--- src/rtl/apb_timer_if.sv ---
// APB slave-side bus bundle for apb_timer.
// The master modport drives the request; the slave answers with data/ready.
interface apb_timer_if;
    logic [9:0]  paddr;
    logic        psel;
    logic [1:0]  peripheral_select;
    logic        penable;
    logic        pwrite;
    logic [15:0] pwdata;
    logic [15:0] prdata;
    logic        pready;

    modport master (
        output paddr, psel, peripheral_select, penable, pwrite, pwdata,
        input  prdata, pready
    );

    modport slave (
        input  paddr, psel, peripheral_select, penable, pwrite, pwdata,
        output prdata, pready
    );
endinterface

--- src/rtl/apb_timer.sv ---
// 16-bit prescaled down-counting timer with an APB slave port.
// Level irq on expiry; optional auto-reload from LOAD.
module apb_timer #(
    parameter logic [1:0] SLAVE_ID    = 2'd1,
    parameter int         WAIT_STATES = 0
) (
    input  logic        pclk,
    input  logic        presetn,
    apb_timer_if.slave  bus,
    output logic        irq
);
    localparam logic [2:0] WS = 3'(WAIT_STATES);

    localparam logic [1:0] ST_IDLE   = 2'd0;
    localparam logic [1:0] ST_SETUP  = 2'd1;
    localparam logic [1:0] ST_ACCESS = 2'd2;

    localparam logic [2:0] A_CTRL   = 3'd0;
    localparam logic [2:0] A_LOAD   = 3'd1;
    localparam logic [2:0] A_COUNT  = 3'd2;
    localparam logic [2:0] A_PRESC  = 3'd3;
    localparam logic [2:0] A_STATUS = 3'd4;

    logic        sel;
    logic [1:0]  phase;
    logic        pready;
    logic        hit;
    logic [2:0]  off;
    logic        wr_en;
    logic        rd_en;
    logic        tick;
    logic        expire;
    logic [15:0] rdata;

    logic [2:0]  wcnt_q, wcnt_d;
    logic [2:0]  ctrl_q, ctrl_d;
    logic [15:0] load_q, load_d;
    logic [15:0] count_q, count_d;
    logic [15:0] presc_q, presc_d;
    logic [15:0] pcnt_q, pcnt_d;
    logic        expired_q, expired_d;

    assign sel    = bus.psel && (bus.peripheral_select == SLAVE_ID);
    assign hit    = (bus.paddr[9:3] == 7'd0);
    assign off    = bus.paddr[2:0];
    // Ready is masked by reset so a transfer caught by reset never completes.
    assign pready = (phase == ST_ACCESS) && (wcnt_q == WS) && presetn;
    assign wr_en  = pready && bus.pwrite && hit;
    assign rd_en  = pready && !bus.pwrite && hit;
    assign tick   = ctrl_q[0] && (pcnt_q == presc_q);
    assign expire = tick && (count_q == 16'd0);

    // Decode the bus phase seen this cycle from select/enable.
    always_comb begin
        phase = ST_IDLE;
        if (sel) begin
            phase = bus.penable ? ST_ACCESS : ST_SETUP;
        end
    end

    // Wait-state counter: counts ACCESS cycles, cleared otherwise.
    always_comb begin
        wcnt_d = '0;
        unique case (phase)
            ST_ACCESS: begin
                if (wcnt_q != WS) begin
                    wcnt_d = wcnt_q + 3'd1;
                end
            end
            default: wcnt_d = '0;
        endcase
    end

    // Register file, prescaler and counter next-state.
    always_comb begin
        ctrl_d    = ctrl_q;
        load_d    = load_q;
        count_d   = count_q;
        presc_d   = presc_q;
        pcnt_d    = pcnt_q + 16'd1;
        expired_d = expired_q;

        if (!ctrl_q[0] || (wr_en && off == A_PRESC) || tick) begin
            pcnt_d = '0;
        end

        if (tick) begin
            if (count_q != 16'd0) begin
                count_d = count_q - 16'd1;
            end else if (ctrl_q[1]) begin
                count_d = load_q;
            end else begin
                ctrl_d[0] = 1'b0;
            end
        end

        if (wr_en && off == A_STATUS && bus.pwdata[0]) begin
            expired_d = 1'b0;
        end
        if (expire) begin
            expired_d = 1'b1;
        end

        if (wr_en) begin
            unique case (off)
                A_CTRL:  ctrl_d  = bus.pwdata[2:0];
                A_LOAD:  load_d  = bus.pwdata;
                A_COUNT: count_d = bus.pwdata;
                A_PRESC: presc_d = bus.pwdata;
                default: ;
            endcase
        end
    end

    // Read mux; zero unless completing a read so slaves can be OR-ed.
    always_comb begin
        rdata = '0;
        if (rd_en) begin
            unique case (off)
                A_CTRL:   rdata = {13'd0, ctrl_q};
                A_LOAD:   rdata = load_q;
                A_COUNT:  rdata = count_q;
                A_PRESC:  rdata = presc_q;
                A_STATUS: rdata = {15'd0, expired_q};
                default:  rdata = '0;
            endcase
        end
    end

    // State registers with synchronous active-low reset.
    always_ff @(posedge pclk) begin
        if (!presetn) begin
            wcnt_q    <= '0;
            ctrl_q    <= '0;
            load_q    <= '0;
            count_q   <= '0;
            presc_q   <= '0;
            pcnt_q    <= '0;
            expired_q <= 1'b0;
        end else begin
            wcnt_q    <= wcnt_d;
            ctrl_q    <= ctrl_d;
            load_q    <= load_d;
            count_q   <= count_d;
            presc_q   <= presc_d;
            pcnt_q    <= pcnt_d;
            expired_q <= expired_d;
        end
    end

    assign bus.prdata = rdata;
    assign bus.pready = pready;
    assign irq        = expired_q && ctrl_q[2];
endmodule
--- src/flat_wrapper.sv ---
// flat-port wrapper written by rule: the top's interface ports become plain ports
module apb_timer_flat 
#(
    parameter logic [1:0] SLAVE_ID    = 2'd1,
    parameter int         WAIT_STATES = 0
)
  (pclk, presetn, irq, bus_paddr, bus_psel, bus_peripheral_select, bus_penable, bus_pwrite, bus_pwdata, bus_prdata, bus_pready);
  apb_timer_if bus_i ();
  input  logic pclk;
  input  logic presetn;
  output logic irq;
  input wire logic [$bits(bus_i.paddr)-1:0] bus_paddr;
  input wire logic [$bits(bus_i.psel)-1:0] bus_psel;
  input wire logic [$bits(bus_i.peripheral_select)-1:0] bus_peripheral_select;
  input wire logic [$bits(bus_i.penable)-1:0] bus_penable;
  input wire logic [$bits(bus_i.pwrite)-1:0] bus_pwrite;
  input wire logic [$bits(bus_i.pwdata)-1:0] bus_pwdata;
  output wire logic [$bits(bus_i.prdata)-1:0] bus_prdata;
  output wire logic [$bits(bus_i.pready)-1:0] bus_pready;
  assign bus_i.paddr = bus_paddr;
  assign bus_i.psel = bus_psel;
  assign bus_i.peripheral_select = bus_peripheral_select;
  assign bus_i.penable = bus_penable;
  assign bus_i.pwrite = bus_pwrite;
  assign bus_i.pwdata = bus_pwdata;
  assign bus_prdata = bus_i.prdata;
  assign bus_pready = bus_i.pready;
  apb_timer #(.SLAVE_ID(SLAVE_ID), .WAIT_STATES(WAIT_STATES)) u_core (.pclk(pclk), .presetn(presetn), .bus(bus_i), .irq(irq));
endmodule
--- config.mk ---
export PLATFORM = sky130hd
export DESIGN_NAME = apb_timer_flat
export DESIGN_NICKNAME = d
export VERILOG_FILES = /design/src/rtl/apb_timer_if.sv /design/src/rtl/apb_timer.sv /design/src/flat_wrapper.sv
export SDC_FILE = /design/constraint.sdc
export NUM_CORES = 1
export LEC_CHECK = 0
export CAP_MARGIN = 15
export CORE_MARGIN = 2
export CORE_UTILIZATION = 40
export DETAILED_ROUTE_END_ITERATION = 16
export PLACE_DENSITY_LB_ADDON = 0.1
export RECOVER_POWER = 25
export SYNTH_ARGS = -nofsm -noshare
export SYNTH_HDL_FRONTEND = slang
export SYNTH_SLANG_ARGS = --single-unit
--- constraint.sdc ---
create_clock -name pclk -period 5.8 [get_ports pclk]
set_clock_uncertainty 0.1 [all_clocks]
set_input_delay 0.87 -clock pclk [delete_from_list [all_inputs] [get_ports pclk]]
set_output_delay 0.87 -clock pclk [all_outputs]
set_load 0.02 [all_outputs]
== Word level (Yosys, flattened, before mapping) ==
Index checks and enable logic that the tools add are counted.

* Register bits after elaboration: 71
* Input bits: 33
* Output and inout port bits: 18
* Word-level logic and storage cells: 64

* Add/sub/neg operators: 3
* Eq/ne operators: 7
* Mux-type cells: 16
* Bitwise logic cells: 1
* Reduce and logical (&&, ||, !) cells: 29

{| class="wikitable"
|+ Operators with widths
! operator !! number
|-
| 16-bit two-way mux || 6
|-
| 16-bit one-hot mux with 5 select lines || 1
|-
| 16-bit by 1-bit adder with 16-bit output (second input constant) || 1
|-
| 16-bit == test || 1
|-
| 16-bit zero test || 1
|-
| 16-bit nonzero test || 1
|-
| 16-bit by 1-bit subtractor with 16-bit output (second input constant) || 1
|-
| 1-bit logical AND || 13
|-
| 7-bit zero test || 1
|-
| 1-bit two-way mux || 7
|-
| 3-bit by 2-bit == test with 1-bit output (second input constant) || 2
|-
| 3-bit zero test || 2
|-
| 2-bit AND reduction || 3
|-
| 2-bit two-way mux || 2
|-
| 3-bit by 1-bit adder with 3-bit output (second input constant) || 1
|-
| 3-bit by 1-bit == test with 1-bit output (second input constant) || 1
|-
| 3-bit == test (second input constant) || 1
|-
| 3-bit AND reduction || 1
|-
| 3-bit nonzero test || 1
|-
| 2-bit by 1-bit == test with 1-bit output (second input constant) || 1
|-
| 2-bit == test (second input constant) || 1
|-
| 1-bit zero test || 2
|-
| 1-bit logical OR || 2
|-
| 2-bit nonzero test || 1
|-
| 2 further kinds || 2
|}

== Longest topological paths before layout ==
* Depth after elaboration: 12
* Depth in mapped cells: 10
* Mapped depth without buffers: 8

== Least setup slack after synthesis ==
Ideal clock, no wire load.

* Path type: input to output
* From: input port bus_peripheral_select[1]
* To: output port bus_prdata[10]
* Arrival: 2212 ps
* Data required time: 4830 ps
* Setup slack: 2618 ps
* Stages on the path: 6
* Buffers on the path: 1
* Path through: and4b_1 and2_2 and3_1 nand2b_1 clkbuf_1 nor2_1

* Cells in the longest elaborated chain, start to end: 9

{| class="wikitable"
|+ Ends and longest elaborated chain
! item !! RTL line !! RTL
|-
| start, declared || flat_wrapper.sv:14 || <nowiki>input wire logic [$bits(bus_i.peripheral_select)-1:0] bus_peripheral_select;</nowiki>
|-
| 2-bit by 1-bit == test with 1-bit output || apb_timer.sv:43 || <nowiki>assign sel = bus.psel && (bus.peripheral_select == SLAVE_ID);</nowiki>
|-
| 1-bit logical AND || apb_timer.sv:43 ||
|-
| 2-bit two-way mux || apb_timer.sv:56 || <nowiki>if (sel) begin</nowiki>
|-
| 2-bit == test || apb_timer.sv:47 || <nowiki>assign pready = (phase == ST_ACCESS) && (wcnt_q == WS) && presetn;</nowiki>
|-
| 1-bit logical AND (2 in series) || apb_timer.sv:47 ||
|-
| via bus_pready || flat_wrapper.sv:19 || <nowiki>output wire logic [$bits(bus_i.pready)-1:0] bus_pready;</nowiki>
|-
| 1-bit logical AND (2 in series) || apb_timer.sv:49 || <nowiki>assign rd_en = pready && !bus.pwrite && hit;</nowiki>
|-
| 16-bit two-way mux || apb_timer.sv:118 || <nowiki>if (rd_en) begin</nowiki>
|-
| end, declared || flat_wrapper.sv:18 || <nowiki>output wire logic [$bits(bus_i.prdata)-1:0] bus_prdata;</nowiki>
|}

The timed path passes the listed nets, and every way through them passes these cells.

== Final worst setup path ==
* From: input port presetn
* To: output port bus_prdata[15]

* Cells in the longest elaborated chain, start to end: 4

{| class="wikitable"
|+ Ends and longest elaborated chain
! item !! RTL line !! RTL
|-
| start, declared || flat_wrapper.sv:10 || <nowiki>input logic presetn;</nowiki>
|-
| 1-bit logical AND || apb_timer.sv:47 ||
|-
| 1-bit logical AND (2 in series) || apb_timer.sv:49 ||
|-
| 16-bit two-way mux || apb_timer.sv:118 ||
|}

No other way between the ends.

==> reports/metrics.csv <==
metric,value,unit
Final Setup Violations,0,
clock slew at reported path FFs,0.07,ns
Critical Path Max Stage Delay,0.62,ns
CTS tree,done,
Worst Reg-to-Reg Cells,8,
initial antenna violation count,0,
die footprint,0.0116,mm^2
worst r2r dst,u_core.count_q[6],
CP Launch Type,input pin,
Ys Warns,0,
Ports,51,
Clock Latency Late Sink,0.36,ns
Synth Cell Area,0.00430,mm^2
Fill cells,1050,
Final Hold Fails,0,
IO Port Bufs,50,
Worst Hold Class,reg -> reg,
clk buf depth,2,
# H-tree levels,3,
Post-Route WL,13200,um
Internal Power,0.677,mW
synthesis-to-finish area growth,15.6,%
Post-synth EDFFs,0,
hold worst-path end,u_core.wcnt_q[0],
row count,37,
Std-Cell Core Area,0.0104,mm^2
final slew viol count,0,
Residual DRC,0,
asr flop ratio synth,0,%
NumNets Final,627,
post-CTS sizing,0,
switch share,25.1,%
Hold Path Cell Cnt,1,
RSZ-0062 raised after global routing,false,
most frequent cells in the layout,"nand2_1 (90), dfxtp_1 (71), a21oi_1 (67), nor2_1 (64), clkdlybuf4s50_1 (48)",
CTS buffer count,9,
Pleak,1.68,nW
Worst Path Required,4.83,ns
Starting Density,41.5,%
Most used DFF post-synth,dfxtp_1,
number of global-route vias before repair,3890,
critical path class,in -> out,
Synth Instances,558,
min-delay src,u_core.wcnt_q[0],
DP Area,0.00480,mm^2
Clock Sinks,71,
post-DP HPWL,9610,um
Pwr per Cell Area,182,mW/mm^2
RePlAce Congestion,0.891,
Cells after DPL,713,
critical-path cell list,dlygate4sd3_1 > clkbuf_1 > and4b_1 > and2_2 > and3_1 > nand2b_1 > nor2_1 > clkdlybuf4s50_1,
pin count of the biggest net entering global routing,38,
clock share of power,40.0,%
CP Data Arrival Time,3.98,ns
number of routed nets with antenna violations,0,
clock root cell,clkbuf_8,
sequential share of the synthesized area,33.1,%
Die W,108,um
worst-margin pin slew,0.977,ns
Max VDD drop,0.000115,V
worst r2r src,u_core.count_q[0],
Cell variety after synth,65,
layout cells sized above 1,6.58,%
FMAX,202,MHz
cts hold-fix bufs,0,
minimum clock period,4.95,ns
Setup TNS Final,0,ns
max_cap viols,0,
design area,0.00497,mm^2
average size of a mapped cell,7.70,um^2
grt ovf,0,
PnR Total Power,0.904,mW
power share of the sequential group,53.9,%
DIE HEIGHT,108,um
Seq cells post-synth,71,
status,completed,
Post CTS Setup Buffer Count,0,
gr usage total,23.6,%
CP max FO,15,
fin cells,729,
Synth Net Count,596,
flop-to-flop setup slack,2.63,ns
drt pass-1 iters,5,
final worst path period share,85.4,%
"commonest non-fill, non-tap cell in the layout",nand2_1,
DR vias,4167,
Net Switching,0.227,mW
Antenna Cells,0,
Worst path slowest cell,clkdlybuf4s50_1,
Worst slew margin,34.6,%
Combinational Power Share,6.1,%
vias per std cell,5.72,
DR WL/cell,18.2,um
DRT iter0 DRCs,299,
CP Capture Type,output port,
first-pass GRT wire length,20900,um
[synth_stat cells, types with 4 or more instances]
| library cell | number | area [um^2] |
|---|---|---|
| nand2_1 | 90 | 338 |
| dfxtp_1 | 71 | 1420 |
| a21oi_1 | 67 | 335 |
| nor2_1 | 64 | 240 |
| mux2i_1 | 23 | 230 |
| xnor2_1 | 18 | 158 |
| o21ai_0 | 17 | 85.1 |
| nand3_1 | 15 | 75.1 |
| inv_1 | 13 | 48.8 |
| clkbuf_1 | 12 | 45.0 |
| buf_2 | 11 | 55.1 |
| nor3_1 | 10 | 50.1 |
| xor2_1 | 10 | 87.6 |
| o21ai_1 | 9 | 45.0 |
| nand4_1 | 8 | 50.1 |
| nor4_1 | 8 | 50.1 |
| and3_1 | 6 | 37.5 |
| buf_6 | 6 | 67.6 |
| ha_1 | 5 | 62.6 |
| nand2b_1 | 5 | 31.3 |
| o31ai_1 | 5 | 37.5 |
| or3_1 | 5 | 31.3 |
| a31oi_1 | 4 | 25.0 |
| nor2b_1 | 4 | 25.0 |
| nor3b_1 | 4 | 30.0 |
| nor4b_1 | 4 | 35.0 |
| or4_1 | 4 | 30.0 |
[state kept, by name (all words and copies together) (netlist names)]
| signal | cells |
|---|---|
| u_core.presc_q | 16 |
| u_core.count_q | 16 |
| u_core.wcnt_q | 3 |
| u_core.expired_q | 1 |
| u_core.pcnt_q | 16 |
| u_core.load_q | 16 |
| u_core.ctrl_q | 3 |
[power by group through the flow]
stage / Sequential (mW) / Combinational, mW / Clock [mW]
detailed placement: 0.498 / 0.0551 / 0
global placement: 0.498 / 0.0547 / 0
CTS: 0.487 / 0.0552 / 0.371
global route: 0.487 / 0.0581 / 0.390
floorplan: 0.498 / 0.0186 / 0
finish: 0.487 / 0.0549 / 0.362
[critical path: cells and delay by family]
family | cells | cell delay, ns
simple gates | 5 | 1.35
buf+inv | 3 | 1.75
[metal layers]
layer	up-vias	track usage (%)	part of all wire (%)
li1	2036	-	-
met1	1966	33.2	46
met2	145	36.5	45
met3	20	4.24	7.2
met4	0	7.33	1.7
met5	-	0	0
[cells by family after synthesis]
logic type	synth area share, %
fa+ha+maj	1.46
compound gates	17.3
simple gates	29.3
flops	33.1
buf+inv	5.97
xor+xnor	5.70
mux	7.19
[metrics by stage]
stage / util [%] / worst slack [ns] / hold slack [ns]
3_3_place_gp: 46.3 / 1.38 / 0.340
6_report: 47.9 / 0.848 / 0.376
3_5_place_dp: 46.3 / 1.31 / 0.370
5_1_grt: 47.9 / 0.655 / 0.405
4_1_cts: 48.0 / 1.30 / 0.384
2_1_floorplan: - / 2.62 / 0.325
[final cells by class]
class                      count  area [um^2]  area share, %
multi-input combinational    437         2610           52.5
sequential                    71         1420           28.6
timing repair buffer          55          538           10.8
tap                          136          170           3.42
clock buffer                  10          138           2.77
inverter                      15         56.3           1.13
clock inverter                 5         35.0          0.705
[worst max path at each step]
stage / startpoint / endpoint / slack (ns) / cells after the start
6_report: presetn / bus_prdata[15] / 0.85 / 8
5_1_grt: presetn / bus_prdata[10] / 0.65 / 8
4_1_cts: bus_paddr[1] / bus_prdata[9] / 1.30 / 7
3_5_place_dp: bus_paddr[1] / bus_prdata[9] / 1.31 / 7
3_3_place_gp: bus_paddr[1] / bus_prdata[8] / 1.38 / 7
2_1_floorplan: bus_peripheral_select[1] / bus_prdata[10] / 2.62 / 6
(Power assumes the default switching activity.)
